**src/rtl/ad9516_spi_resp_if.sv**
```systemverilog
// Bus bundle between the AD9516 SPI responder and its environment.
//  slave  : view used by the responder (SPI pins in, SDO out, register bank strobes out)
//  master : view used by the config master / register bank side
interface ad9516_spi_resp_if #(
  parameter int unsigned ADDR_W = 13
);
  logic              spi_cs_n;
  logic              spi_sclk;
  logic              spi_sdi;
  logic              spi_sdo;
  logic              spi_sdo_oe;
  logic              reg_wr_en;
  logic              reg_rd_en;
  logic [ADDR_W-1:0] reg_addr;
  logic [7:0]        reg_wr_data;
  logic [7:0]        reg_rd_data;
  logic              update_pulse;
  logic              frame_err;
  logic              busy;

  modport slave (
    input  spi_cs_n, spi_sclk, spi_sdi, reg_rd_data,
    output spi_sdo, spi_sdo_oe, reg_wr_en, reg_rd_en, reg_addr, reg_wr_data,
           update_pulse, frame_err, busy
  );

  modport master (
    output spi_cs_n, spi_sclk, spi_sdi, reg_rd_data,
    input  spi_sdo, spi_sdo_oe, reg_wr_en, reg_rd_en, reg_addr, reg_wr_data,
           update_pulse, frame_err, busy
  );
endinterface

```
**src/rtl/ad9516_spi_resp.sv**
```systemverilog
// AD9516 serial-port responder: oversamples CS/SCLK/SDI in the clk domain, decodes
// 16-bit instruction + data byte frames (MSB first) into register write/read strobes
// and shifts readback bytes out on SDO.
//  clk, rst : system clock, asynchronous active-high reset
//  bus      : slave modport (SPI pins, register bank strobes, update/error/busy flags)
module ad9516_spi_resp #(
  parameter int unsigned       ADDR_W      = 13,
  parameter int unsigned       SYNC_STAGES = 2,
  parameter logic [ADDR_W-1:0] UPDATE_ADDR = 13'h232
) (
  input  logic              clk,
  input  logic              rst,
  ad9516_spi_resp_if.slave  bus
);

  typedef enum logic [2:0] {IDLE, INSTR, WDATA, RDATA, DONE} state_t;

  logic [SYNC_STAGES-1:0] cs_sync, sclk_sync, sdi_sync;
  logic                   cs_d, sclk_d;
  logic                   cs_s, sclk_s, sdi_s;
  logic                   cs_fall, cs_rise, sclk_rise_c, sclk_fall_c;

  state_t            state, state_n;
  logic [3:0]        bit_cnt, bit_cnt_n;
  logic [15:0]       shift, shift_n;
  logic [ADDR_W-1:0] addr, addr_n;
  logic [1:0]        left, left_n;
  logic              stream, stream_n;
  logic [7:0]        sdo_sr, sdo_n;

  logic              wr_en_q, wr_en_n;
  logic              rd_en_q, rd_en_n;
  logic [ADDR_W-1:0] reg_addr_q, reg_addr_n;
  logic [7:0]        wr_data_q, wr_data_n;
  logic              upd_q, upd_n;
  logic              err_q, err_n;
  logic              busy_q, busy_n;
  logic              oe_q, oe_n;

  // Pin synchronisers plus one history flop for edge detection
  always_ff @(posedge clk or posedge rst) begin
    if (rst) begin
      cs_sync   <= '0;
      sclk_sync <= '0;
      sdi_sync  <= '0;
      cs_d      <= 1'b0;
      sclk_d    <= 1'b0;
    end else begin
      cs_sync   <= {cs_sync[SYNC_STAGES-2:0], bus.spi_cs_n};
      sclk_sync <= {sclk_sync[SYNC_STAGES-2:0], bus.spi_sclk};
      sdi_sync  <= {sdi_sync[SYNC_STAGES-2:0], bus.spi_sdi};
      cs_d      <= cs_sync[SYNC_STAGES-1];
      sclk_d    <= sclk_sync[SYNC_STAGES-1];
    end
  end

  assign cs_s    = cs_sync[SYNC_STAGES-1];
  assign sclk_s  = sclk_sync[SYNC_STAGES-1];
  assign sdi_s   = sdi_sync[SYNC_STAGES-1];
  assign cs_fall = ~cs_s & cs_d;
  assign cs_rise = cs_s & ~cs_d;
  // Gated on the previous CS sample so an SCLK edge coinciding with CS release still counts
  assign sclk_rise_c = sclk_s & ~sclk_d & ~cs_d;
  assign sclk_fall_c = ~sclk_s & sclk_d & ~cs_d;

  // State and output registers
  always_ff @(posedge clk or posedge rst) begin
    if (rst) begin
      state      <= IDLE;
      bit_cnt    <= '0;
      shift      <= '0;
      addr       <= '0;
      left       <= '0;
      stream     <= 1'b0;
      sdo_sr     <= '0;
      wr_en_q    <= 1'b0;
      rd_en_q    <= 1'b0;
      reg_addr_q <= '0;
      wr_data_q  <= '0;
      upd_q      <= 1'b0;
      err_q      <= 1'b0;
      busy_q     <= 1'b0;
      oe_q       <= 1'b0;
    end else begin
      state      <= state_n;
      bit_cnt    <= bit_cnt_n;
      shift      <= shift_n;
      addr       <= addr_n;
      left       <= left_n;
      stream     <= stream_n;
      sdo_sr     <= sdo_n;
      wr_en_q    <= wr_en_n;
      rd_en_q    <= rd_en_n;
      reg_addr_q <= reg_addr_n;
      wr_data_q  <= wr_data_n;
      upd_q      <= upd_n;
      err_q      <= err_n;
      busy_q     <= busy_n;
      oe_q       <= oe_n;
    end
  end

  // Frame decode: next state and next output values
  always_comb begin
    state_n    = state;
    bit_cnt_n  = bit_cnt;
    shift_n    = shift;
    addr_n     = addr;
    left_n     = left;
    stream_n   = stream;
    sdo_n      = sdo_sr;
    wr_en_n    = 1'b0;
    rd_en_n    = 1'b0;
    reg_addr_n = reg_addr_q;
    wr_data_n  = wr_data_q;
    upd_n      = 1'b0;
    err_n      = 1'b0;
    busy_n     = busy_q;
    oe_n       = oe_q;

    // Read data is valid in the same clk the read strobe is presented
    if (rd_en_q) sdo_n = bus.reg_rd_data;

    unique case (state)
      IDLE: begin
        if (cs_fall) begin
          state_n   = INSTR;
          bit_cnt_n = '0;
          shift_n   = '0;
          busy_n    = 1'b1;
        end
      end
      INSTR: begin
        if (sclk_rise_c) begin
          shift_n   = {shift[14:0], sdi_s};
          bit_cnt_n = bit_cnt + 4'd1;
          if (bit_cnt == 4'd15) begin
            addr_n   = shift_n[ADDR_W-1:0];
            left_n   = shift_n[14:13];
            stream_n = &shift_n[14:13];
            if (shift_n[15]) begin
              state_n    = RDATA;
              rd_en_n    = 1'b1;
              reg_addr_n = shift_n[ADDR_W-1:0];
              oe_n       = 1'b1;
            end else begin
              state_n = WDATA;
            end
          end
        end
      end
      WDATA: begin
        if (sclk_rise_c) begin
          shift_n   = {shift[14:0], sdi_s};
          bit_cnt_n = bit_cnt + 4'd1;
          if (bit_cnt == 4'd7) begin
            bit_cnt_n  = '0;
            wr_en_n    = 1'b1;
            reg_addr_n = addr;
            wr_data_n  = shift_n[7:0];
            upd_n      = (addr == UPDATE_ADDR) && shift_n[0];
            addr_n     = addr - ADDR_W'(1);
            left_n     = left - 2'd1;
            if (!stream && left == 2'd0) state_n = DONE;
          end
        end
      end
      RDATA: begin
        // First fall of each byte leaves bit7 in place; later falls advance
        if (sclk_fall_c && bit_cnt != 4'd0) sdo_n = {sdo_sr[6:0], 1'b0};
        if (sclk_rise_c) begin
          bit_cnt_n = bit_cnt + 4'd1;
          if (bit_cnt == 4'd7) begin
            bit_cnt_n = '0;
            addr_n    = addr - ADDR_W'(1);
            left_n    = left - 2'd1;
            if (!stream && left == 2'd0) begin
              state_n = DONE;
              oe_n    = 1'b0;
              sdo_n   = '0;
            end else begin
              rd_en_n    = 1'b1;
              reg_addr_n = addr - ADDR_W'(1);
            end
          end
        end
      end
      DONE: begin
        oe_n = 1'b0;
      end
      default: state_n = IDLE;
    endcase

    // CS release aborts any frame; a byte completing in the same clk is kept
    if (cs_rise && state != IDLE) begin
      state_n = IDLE;
      busy_n  = 1'b0;
      oe_n    = 1'b0;
      sdo_n   = '0;
      rd_en_n = 1'b0;
      err_n   = (state == INSTR || state == WDATA || state == RDATA) && (bit_cnt_n != 4'd0);
    end
  end

  assign bus.spi_sdo      = sdo_sr[7];
  assign bus.spi_sdo_oe   = oe_q;
  assign bus.reg_wr_en    = wr_en_q;
  assign bus.reg_rd_en    = rd_en_q;
  assign bus.reg_addr     = reg_addr_q;
  assign bus.reg_wr_data  = wr_data_q;
  assign bus.update_pulse = upd_q;
  assign bus.frame_err    = err_q;
  assign bus.busy         = busy_q;

endmodule
```
**src/flat_wrapper.sv**
```systemverilog
// flat-port wrapper written by rule: the top's interface ports become plain ports
module ad9516_spi_resp_flat 
#(
  parameter int unsigned       ADDR_W      = 13,
  parameter int unsigned       SYNC_STAGES = 2,
  parameter logic [ADDR_W-1:0] UPDATE_ADDR = 13'h232
)
  (clk, rst, bus_spi_cs_n, bus_spi_sclk, bus_spi_sdi, bus_reg_rd_data, bus_spi_sdo, bus_spi_sdo_oe, bus_reg_wr_en, bus_reg_rd_en, bus_reg_addr, bus_reg_wr_data, bus_update_pulse, bus_frame_err, bus_busy);
  ad9516_spi_resp_if #(.ADDR_W(ADDR_W)) bus_i ();
  input  logic clk;
  input  logic rst;
  input wire logic [$bits(bus_i.spi_cs_n)-1:0] bus_spi_cs_n;
  input wire logic [$bits(bus_i.spi_sclk)-1:0] bus_spi_sclk;
  input wire logic [$bits(bus_i.spi_sdi)-1:0] bus_spi_sdi;
  input wire logic [$bits(bus_i.reg_rd_data)-1:0] bus_reg_rd_data;
  output wire logic [$bits(bus_i.spi_sdo)-1:0] bus_spi_sdo;
  output wire logic [$bits(bus_i.spi_sdo_oe)-1:0] bus_spi_sdo_oe;
  output wire logic [$bits(bus_i.reg_wr_en)-1:0] bus_reg_wr_en;
  output wire logic [$bits(bus_i.reg_rd_en)-1:0] bus_reg_rd_en;
  output wire logic [$bits(bus_i.reg_addr)-1:0] bus_reg_addr;
  output wire logic [$bits(bus_i.reg_wr_data)-1:0] bus_reg_wr_data;
  output wire logic [$bits(bus_i.update_pulse)-1:0] bus_update_pulse;
  output wire logic [$bits(bus_i.frame_err)-1:0] bus_frame_err;
  output wire logic [$bits(bus_i.busy)-1:0] bus_busy;
  assign bus_i.spi_cs_n = bus_spi_cs_n;
  assign bus_i.spi_sclk = bus_spi_sclk;
  assign bus_i.spi_sdi = bus_spi_sdi;
  assign bus_i.reg_rd_data = bus_reg_rd_data;
  assign bus_spi_sdo = bus_i.spi_sdo;
  assign bus_spi_sdo_oe = bus_i.spi_sdo_oe;
  assign bus_reg_wr_en = bus_i.reg_wr_en;
  assign bus_reg_rd_en = bus_i.reg_rd_en;
  assign bus_reg_addr = bus_i.reg_addr;
  assign bus_reg_wr_data = bus_i.reg_wr_data;
  assign bus_update_pulse = bus_i.update_pulse;
  assign bus_frame_err = bus_i.frame_err;
  assign bus_busy = bus_i.busy;
  ad9516_spi_resp #(.ADDR_W(ADDR_W), .SYNC_STAGES(SYNC_STAGES), .UPDATE_ADDR(UPDATE_ADDR)) u_core (.clk(clk), .rst(rst), .bus(bus_i));
endmodule
```
**config.mk**
```make
export PLATFORM = sky130hd
export DESIGN_NAME = ad9516_spi_resp_flat
export DESIGN_NICKNAME = d
export VERILOG_FILES = /design/src/rtl/ad9516_spi_resp_if.sv /design/src/rtl/ad9516_spi_resp.sv /design/src/flat_wrapper.sv
export SDC_FILE = /design/constraint.sdc
export NUM_CORES = 1
export LEC_CHECK = 0
export BUFFER_PORTS_ARGS = -buffer_cell sky130_fd_sc_hd__buf_2
export CAP_MARGIN = 30
export CORE_MARGIN = 4
export CORE_UTILIZATION = 51
export CTS_BUF_LIST = sky130_fd_sc_hd__clkbuf_4 sky130_fd_sc_hd__clkbuf_8 sky130_fd_sc_hd__clkbuf_16
export CTS_CLUSTER_DIAMETER = 30
export DETAILED_ROUTE_END_ITERATION = 8
export PLACE_DENSITY = 0.81
export SLEW_MARGIN = 40
export SYNTH_ARGS = -nofsm -noshare
export SYNTH_HDL_FRONTEND = slang
export SYNTH_SLANG_ARGS = --single-unit
```
**constraint.sdc**
```tcl
create_clock -name clk -period 2.4 [get_ports clk]
set_input_delay 0.36 -clock clk [delete_from_list [all_inputs] [get_ports clk]]
set_output_delay 0.36 -clock clk [all_outputs]
set_load 0.005 [all_outputs]
```
==> flow_metrics.env, run 1 <==
export IMPL_outcome="completed"
export IMPL_grt_pass1_vias=3506
export IMPL_vias_per_cell=6.00
export IMPL_power_density_nw_per_um2=589
export IMPL_power_frac_comb=0.127
export IMPL_routed_wl_um=9930
export IMPL_io_pins=41
export IMPL_routedWlPerCell_um=16.9
export IMPL_h_tree_depth=3
export IMPL_rows=32
export IMPL_diodes=0
export IMPL_critPathLaunchType="register"
export IMPL_drive_above_1_share=0.218
export IMPL_finalHoldViolations=0
export IMPL_yosys_cell_types_count=66
export IMPL_cts_hold_buf=0
export IMPL_holdWs_ns=0.0957
export IMPL_fin_skew_ns=0.0154
export IMPL_setup_viol=0
export IMPL_worst_path_buf_inv=1
export IMPL_rsz0062_at_grt="false"
export IMPL_postCtsSetupBuffers=0
export IMPL_synth_nets=453
export IMPL_drc=0
export IMPL_ctsRootBufferMaster="clkbuf_8"
export IMPL_syn_inst=435
export IMPL_initial_utilization=0.534
export IMPL_clk_pin_slew_ns=0.09
export IMPL_slowest_delay_ns=0.49
export IMPL_crit_fanout=8
export IMPL_cts_made_buffers=9
export IMPL_clockBufferDepth=2
export IMPL_finalCriticalPeriod_ns=2.06
export IMPL_cts_resized=0
export IMPL_place_congestion=0.959
export IMPL_met2_usage=0.322
export IMPL_netlist_area_leader_share=0.481
export IMPL_crit_type="reg2reg"
export IMPL_power_switching_uw=862
export IMPL_required_ns=2.64
export IMPL_use_met1=0.316
export IMPL_hp_class="in2async"
export IMPL_yosysWarnings=0
export IMPL_via_count=3533
export IMPL_io_buffers=40
export IMPL_synth_seq_area_share=0.481
export IMPL_syn_area_um2=4210
export IMPL_reg2regPathDepth=5
export IMPL_first_iter_violations=289
export IMPL_antenna_left=0
export IMPL_grt_use_met3=0.0361
export IMPL_regArea_um2=2030
export IMPL_fp_dieH_um=98.9
export IMPL_grt_max_degree=82
export IMPL_drv_cap=0
export IMPL_overflow=0
export IMPL_fill_cells=676
export IMPL_clock_sinks=81
export IMPL_switching_share=0.305
export IMPL_worst_pin_slew_ns=0.548
export IMPL_ir_drop_v=0.000314
export IMPL_track_usage=0.216
export IMPL_dieArea_um2=9780
export IMPL_cpMaxStageDelayCell="nor3b_2"
export IMPL_p_seq_frac=0.524
export IMPL_end_kind="register"
export IMPL_synth_async_sr_flop_share=1.00
export IMPL_tritoncts="built"
export IMPL_synth_flop_cell="dfrtp_1"
export IMPL_critical_path_arrival_ns=2.31
export IMPL_syn_area_per_cell_um2=9.68
export IMPL_p_clk_frac=0.349
export IMPL_ys_ff_latch=81
export IMPL_worst_path_stages=5
export IMPL_grt_busiest_layer="met2"
export IMPL_cp_top_family="compound AO/OA/AOI/OAI gates"
export IMPL_synth_edf_count=0
export IMPL_coreArea_um2=7890
export IMPL_period_share=0.860
export IMPL_worstPathCellList="buf_4 > nor3b_2 > o21ai_0 > a22o_1 > o41a_1"
export IMPL_p_int_uw=1960
export IMPL_dp_final_hpwl_um=6880
export IMPL_clkLatencyLatePin_ns=0.37
export IMPL_die_width_um=98.9
export IMPL_maxSlewViolCount=0
export IMPL_synth_top_cell_by_area="dfrtp_1"
export IMPL_clock_fmax_ghz=0.485
export IMPL_syn_to_final_growth_pct=13.9
export IMPL_leakagePower_uw=0.00227
export IMPL_first_pass_iters=5
export IMPL_relSlewSlack=0.633
export IMPL_multi_input_area_um2=2030
export IMPL_synth_area_top_cells="dfrtp_1 (48%), nand2_1 (5.2%), mux2_2 (4.5%)"
export IMPL_grt_pass1_wl_um=17200
export IMPL_nets=500
export IMPL_antenna_found_initial=0
export IMPL_tns_ns=0
[cell usage after synthesis (3+ instances only)]
cell,number
a41oi_1,3
xnor2_1,7
mux2i_1,15
o211ai_1,7
o31ai_1,3
clkbuf_1,14
nor3_1,11
nor4_1,4
a21oi_1,12
nor4b_1,3
nand2b_1,7
nand2_1,58
a31oi_1,5
xor2_1,5
o21ai_0,37
nor2_1,32
o22ai_1,5
mux2_2,17
nand3_1,25
and2_1,4
nand4_1,6
nor2b_1,4
ha_1,5
buf_2,6
dfrtp_1,81
inv_1,9
[layer usage]
metal / vias up / part of all wire
met5: - / 0
met4: 0 / 0.016
met3: 18 / 0.058
met2: 139 / 0.46
met1: 1713 / 0.47
li1: 1663 / -
[power groups by stage]
stage	logic (uW)	registers [uW]	clock network, uW
floorplan	257	1480	0
global placement	347	1500	0
detailed placement	356	1500	0
CTS	359	1480	1010
global route	405	1490	1070
finish	360	1480	986
[layout by cell type, fill, tap and decap left out, types with 9 or more instances in the layout]
master	n
mux2i_1	15
dfrtp_1	81
a21oi_1	12
nand3_1	25
mux2_2	17
buf_2	40
buf_4	21
nor3_1	11
nand2_1	58
nor2_1	32
o21ai_0	37
clkbuf_8	9
[sequential cells by signal, summed over array words and instances (netlist names), 2 cells and up]
signal and count:
u_core.shift 15, u_core.bus.reg_addr 13, u_core.state 3, u_core.sdo_sr 8, u_core.cs_sync 2, u_core.bus.reg_wr_data 8, u_core.left 2, u_core.sclk_sync 2
u_core.addr 13, u_core.bit_cnt 4, u_core.sdi_sync 2
[logic make-up (layout without fill, tap and decap cells)]
group	count (synthesis)	count (layout)	synth area share
compound gates	96	96	0.153
xor+xnor	12	12	0.0250
fa+ha+maj	5	5	0.0149
buf+inv	35	87	0.0368
flops	81	81	0.481
mux	32	32	0.0811
simple gates	174	174	0.208
[final cells by class]
cell class | instances | area share
Tap cell | 102 | 0.0266
Clock inverter | 7 | 0.0151
Sequential cell | 81 | 0.423
Timing Repair Buffer | 62 | 0.0788
Clock buffer | 9 | 0.0258
Inverter | 9 | 0.00783
Multi-Input combinational cell | 319 | 0.423
[through the flow]
stage / util / power, uW / setup WS, ns / instance area, um^2 / instances
3_5_place_dp: 0.583 / 1860 / 0.367 / 4600 / 573
3_3_place_gp: 0.583 / 1850 / 0.413 / 4600 / 573
4_1_cts: 0.608 / 2850 / 0.354 / 4800 / 589
6_report: 0.608 / 2820 / 0.337 / 4800 / 589
2_1_floorplan: - / 1730 / 0.479 / 4220 / 435
5_1_grt: 0.608 / 2960 / 0.189 / 4800 / 589
[final timing paths]
check / startpoint / end / slack (ns)
max: u_core.cs_d / u_core.bus.frame_err / 0.34
min in group clk: bus_spi_sdi / u_core.sdi_sync[0] / 0.10
min: rst / u_core.cs_sync[0] / 0.1
max reg2reg: u_core.cs_d / u_core.bus.frame_err / 0.34
max in group asynchronous: rst / u_core.bus.reg_wr_data[5] / 1.96
min reg2reg: u_core.sdi_sync[0] / u_core.sdi_sync[1] / 0.36
[worst min-delay path, stage by stage]
cell        delay [ns]
buf_2             0.11
clkinvlp_4        0.07
buf_12            0.34
(Power assumes the default switching activity.)
==> run 2, diff against run 1 <==
--- a/config.mk
+++ b/config.mk
@@ -14,4 +14,5 @@
 export DETAILED_ROUTE_END_ITERATION = 8
 export PLACE_DENSITY = 0.81
+export REMOVE_ABC_BUFFERS = 1
 export SLEW_MARGIN = 40
 export SYNTH_ARGS = -nofsm -noshare
==> constraint.sdc (replaced) <==
create_clock -name clk -period 2.4 [get_ports clk]
set_input_delay 0.24 -clock clk [delete_from_list [all_inputs] [get_ports clk]]
set_output_delay 0.24 -clock clk [all_outputs]
set_load 0.005 [all_outputs]
==> run 2 against run 1 <==
Global-route usage up 0.82 points. Clock skew is 0.0012 ns lower. First-iteration DRC count grew 19%. Sequential power about the same. Routed wire length rose by 3.0%. Fmax decreased by 7.6%. Sequential share of layout area fell by 0.16 points. Non-clock buffer count increased by 1. Die area stayed put. Clock power rose by 4%.
==> flow_metrics.env, run 2 (same netlist as run 1, synthesis figures left out) <==
export IMPL_power_density_nw_per_um2=597
export IMPL_end_kind="register"
export IMPL_cts_resized=0
export IMPL_overflow=0
export IMPL_relSlewSlack=0.596
export IMPL_ctsRootBufferMaster="clkbuf_8"
export IMPL_outcome="completed"
export IMPL_layout_common_cells="dfrtp_1 (81), nand2_1 (58), buf_2 (40)"
export IMPL_regMostFlops="u_core.shift"
export IMPL_finalHoldViolations=0
export IMPL_p_clk_frac=0.359
export IMPL_syn_to_final_growth_pct=14.3
export IMPL_vias_per_cell=6.07
export IMPL_antenna_found_initial=0
export IMPL_coreArea_um2=7890
export IMPL_fp_dieH_um=98.9
export IMPL_rows=32
export IMPL_leakagePower_uw=0.00227
export IMPL_drc=0
export IMPL_antenna_left=0
export IMPL_fin_skew_ns=0.0141
export IMPL_clkLatencyLatePin_ns=0.36
export IMPL_drive_above_1_share=0.211
export IMPL_via_count=3581
export IMPL_final_util=0.610
export IMPL_postCtsSetupBuffers=0
export IMPL_tritoncts="built"
export IMPL_critPathLaunchType="register"
export IMPL_critical_path_arrival_ns=2.50
export IMPL_switching_share=0.290
export IMPL_io_pins=41
export IMPL_finalCriticalPeriod_ns=2.23
export IMPL_track_usage=0.224
export IMPL_fill_cells=656
export IMPL_clock_sinks=81
export IMPL_dp_final_hpwl_um=7310
export IMPL_finalNonFillerCells=590
export IMPL_final_common_cell="dfrtp_1"
export IMPL_power_switching_uw=833
export IMPL_period_share=0.930
export IMPL_ir_drop_v=0.000274
export IMPL_h_tree_depth=3
export IMPL_initial_utilization=0.534
export IMPL_grt_max_degree=50
export IMPL_crit_type="reg2reg"
export IMPL_largest_register_ffs=15
export IMPL_clk_pin_slew_ns=0.09
export IMPL_routedWlPerCell_um=17.3
export IMPL_dieArea_um2=9780
export IMPL_required_ns=2.67
export IMPL_routed_wl_um=10200
export IMPL_setup_slack_ns=0.168
export IMPL_r2r_slack_ns=0.17
export IMPL_grt_pass1_vias=3510
export IMPL_first_pass_iters=5
export IMPL_crit_fanout=13
export IMPL_nets=501
export IMPL_grt_pass1_wl_um=17600
export IMPL_hp_class="in2reg"
export IMPL_finalInstanceArea_um2=4810
export IMPL_p_int_uw=2040
export IMPL_power_frac_comb=0.121
export IMPL_rsz0062_at_grt="false"
export IMPL_first_iter_violations=344
export IMPL_maxSlewViolCount=0
export IMPL_tns_ns=0
export IMPL_cts_made_buffers=9
export IMPL_multi_input_area_um2=2030
export IMPL_p_seq_frac=0.520
export IMPL_io_buffers=40
export IMPL_place_congestion=0.959
export IMPL_post_place_ws_ns=0.205
export IMPL_regArea_um2=2030
export IMPL_dp_cells=570
export IMPL_worst_pin_slew_ns=0.605
export IMPL_diodes=0
export IMPL_die_width_um=98.9
export IMPL_place_area_um2=4570
export IMPL_setup_viol=0
export IMPL_drv_cap=0
export IMPL_cts_hold_buf=4
export IMPL_clock_fmax_ghz=0.448
export IMPL_clockBufferDepth=2
[run 2: changes by cell type in the layout (fill, tap and decap cells not counted)]
cell,delta
buf_4,-3
clkinv_2,+2
clkinv_8,-1
bufinv_16,+1
clkinv_4,-1
dlygate4sd3_1,+4
inv_6,+1
inv_8,-2
[run 2: through the flow]
step,power (uW),hold WS [ns]
2_1_floorplan,1720,0.271
3_3_place_gp,1840,0.319
3_5_place_dp,1860,0.326
4_1_cts,2890,0.190
5_1_grt,3020,0.201
6_report,2880,0.193
[run 2: area by class of cell]
type                    count  area share
inverters                   9     0.00728
repair buffers             63      0.0821
multi-input cells         319       0.422
clock inverters             7      0.0159
flip-flops and latches     81       0.421
well taps                 102      0.0265
clock buffers               9      0.0257
[run 2: critical path, cell delays in order (launching register included)]
cell and delay (ns):
dfrtp_1 0.50, and4bb_2 0.46, a41oi_1 0.15, a221o_1 0.53, buf_4 0.27, o31ai_1 0.23
[run 2: metal layers]
metal,track usage,wire (um)
met3,0.0510,785
met2,0.348,4850
met4,0.0840,265
met1,0.306,4320
met5,0,0
[run 2: final timing paths]
check | start | end | cells past startpoint
worst max-delay path | u_core.cs_d | u_core.bus.reg_addr[4] | 5
worst min register to register | u_core.sclk_sync[0] | u_core.sclk_sync[1] | 0
worst max register to register | u_core.cs_d | u_core.bus.reg_addr[4] | 5
min in group asynchronous | rst | u_core.sclk_sync[0] | 3
worst min-delay path | bus_reg_rd_data[0] | u_core.sdo_sr[0] | 3
max in group asynchronous | rst | u_core.cs_sync[1] | 4
[run 2: power groups by stage]
| stage | Combinational [uW] | Sequential, uW | Clock, uW |
|---|---|---|---|
| finish | 347 | 1490 | 1030 |
| global placement | 333 | 1510 | 0 |
| global route | 397 | 1500 | 1120 |
| floorplan | 231 | 1490 | 0 |
| CTS | 348 | 1490 | 1050 |
| detailed placement | 342 | 1520 | 0 |
==> run 3, diff against run 2 <==
- RECOVER_POWER: default -> 25
==> run 3 against run 2 <==
The flow now finishes with violations (max-capacitance violations). Final cell count did not move. Routed wire length barely moved. Highest routed layer unchanged. Critical path type unchanged. Clock skew barely moved.
==> flow_metrics.env, run 3 (same netlist as run 1, synthesis figures left out) <==
export IMPL_outcome="complete, but fails checks"
export IMPL_violations="max-capacitance violations"
export IMPL_largest_register_ffs=15
export IMPL_cts_made_buffers=9
export IMPL_routed_wl_um=10200
export IMPL_syn_to_final_growth_pct=14.3
export IMPL_final_common_cell="dfrtp_1"
export IMPL_clockBufferDepth=2
export IMPL_fin_skew_ns=0.0141
export IMPL_h_tree_depth=3
export IMPL_track_usage=0.224
export IMPL_vias_per_cell=6.07
export IMPL_hold_end="u_core.sdo_sr[0]"
export IMPL_first_pass_iters=5
export IMPL_relSlewSlack=0.00201
export IMPL_rsz0062_at_grt="false"
export IMPL_antenna_found_initial=0
export IMPL_drv_cap=1
export IMPL_cts_resized=0
export IMPL_grt_pass1_vias=3510
export IMPL_required_ns=2.67
export IMPL_rr_startpoint="u_core.cs_d"
export IMPL_reg2regPathDepth=5
export IMPL_initial_utilization=0.534
export IMPL_nets=501
export IMPL_postCtsSetupBuffers=0
export IMPL_io_pins=41
export IMPL_via_count=3581
export IMPL_rr_endpoint="u_core.bus.reg_addr[4]"
export IMPL_first_iter_violations=344
export IMPL_overflow=0
export IMPL_grt_pass1_wl_um=17600
export IMPL_drive_above_1_share=0.209
export IMPL_clk_pin_slew_ns=0.09
export IMPL_critPathLaunchType="register"
export IMPL_worst_pin_slew_ns=1.49
export IMPL_dp_final_hpwl_um=7310
export IMPL_finalHoldViolations=0
export IMPL_crit_type="reg2reg"
export IMPL_tritoncts="built"
export IMPL_rows=32
export IMPL_routedWlPerCell_um=17.3
export IMPL_layout_common_cells="dfrtp_1 (81), nand2_1 (58), buf_2 (39)"
export IMPL_fp_dieH_um=98.9
export IMPL_dieArea_um2=9780
export IMPL_power_density_nw_per_um2=597
export IMPL_hp_class="in2reg"
export IMPL_hold_path_depth=3
export IMPL_place_congestion=0.959
export IMPL_ctsRootBufferMaster="clkbuf_8"
export IMPL_end_kind="register"
export IMPL_setup_viol=0
export IMPL_grt_max_degree=50
export IMPL_coreArea_um2=7890
export IMPL_r2r_slack_ns=0.17
export IMPL_clkLatencyLatePin_ns=0.36
export IMPL_finalCriticalPeriod_ns=2.23
export IMPL_antenna_left=0
export IMPL_critical_path_arrival_ns=2.50
export IMPL_io_buffers=40
export IMPL_tns_ns=0
export IMPL_period_share=0.929
export IMPL_crit_fanout=13
export IMPL_maxSlewViolCount=0
export IMPL_drc=0
export IMPL_regMostFlops="u_core.shift"
export IMPL_leakagePower_uw=0.00227
export IMPL_clock_fmax_ghz=0.448
export IMPL_holdWs_ns=0.193
export IMPL_die_width_um=98.9
export IMPL_worstHoldStart="bus_reg_rd_data[0]"
export IMPL_ir_drop_v=0.000274
export IMPL_diodes=0
export IMPL_clock_sinks=81
run 3: cell count changes in the layout (fill, tap and decap cells not counted), sizes merged:
cell      change
clkinvlp      +1
clkinv        -1
clkbuf        +1
buf           -1
run 3: critical path: stages, from the launching register on:
cell and delay, ns:
dfrtp_1 0.50, and4bb_2 0.46, a41oi_1 0.15, a221o_1 0.53, buf_4 0.27, o31ai_1 0.23
run 3: power by group:
part / switching [uW] / internal, uW
Combinational: 209 / 138
Clock: 544 / 490
Sequential: 80.3 / 1410
Total: 833 / 2040
run 3: how the worst max path moves through the flow:
stage,start,end,slack [ns],cells after the start
finish,u_core.cs_d,u_core.bus.reg_addr[4],0.17,5
global route,u_core.cs_d,u_core.bus.reg_addr[0],0.04,5
CTS,u_core.cs_d,u_core.bus.reg_addr[4],0.19,5
detailed placement,u_core.cs_d,u_core.bus.reg_addr[4],0.21,5
global placement,u_core.cs_d,u_core.bus.reg_addr[4],0.32,5
floorplan,u_core.state[2],u_core.sdo_sr[1],0.06,5
run 3: repair_timing:
item | 4_1_cts | 5_1_grt
endpoints found under the setup margin | 0 | 0
endpoints found under the hold margin | 35 | 0
hold buffers | 4 | 0
run 3: layout make-up:
type                       count  area [um^2]
clock inverter                 7         76.3
multi-input combinational    319         2030
inverter                       9         35.0
fill                         657         3070
timing repair buffer          63          394
clock buffer                   9          124
tap                          102          128
sequential                    81         2030
run 3: stage by stage:
stage | total power [uW] | instances | setup slack [ns] | utilization | instance area, um^2
2_1_floorplan | 1720 | 409 | 0.0560 | - | 4090
3_3_place_gp | 1840 | 570 | 0.323 | 0.580 | 4570
3_5_place_dp | 1860 | 570 | 0.205 | 0.580 | 4570
4_1_cts | 2890 | 590 | 0.189 | 0.610 | 4810
5_1_grt | 3020 | 590 | 0.0380 | 0.610 | 4810
6_report | 2880 | 590 | 0.170 | 0.610 | 4810
run 3: metal layers:
| metal | share of wire | track usage | up-vias | routed length (um) |
|---|---|---|---|---|
| li1 | - | - | 1667 | - |
| met1 | 0.42 | 0.306 | 1728 | 4330 |
| met2 | 0.47 | 0.348 | 159 | 4830 |
| met3 | 0.077 | 0.0510 | 27 | 784 |
| met4 | 0.026 | 0.0840 | 0 | 266 |
| met5 | 0 | 0 | - | 0 |
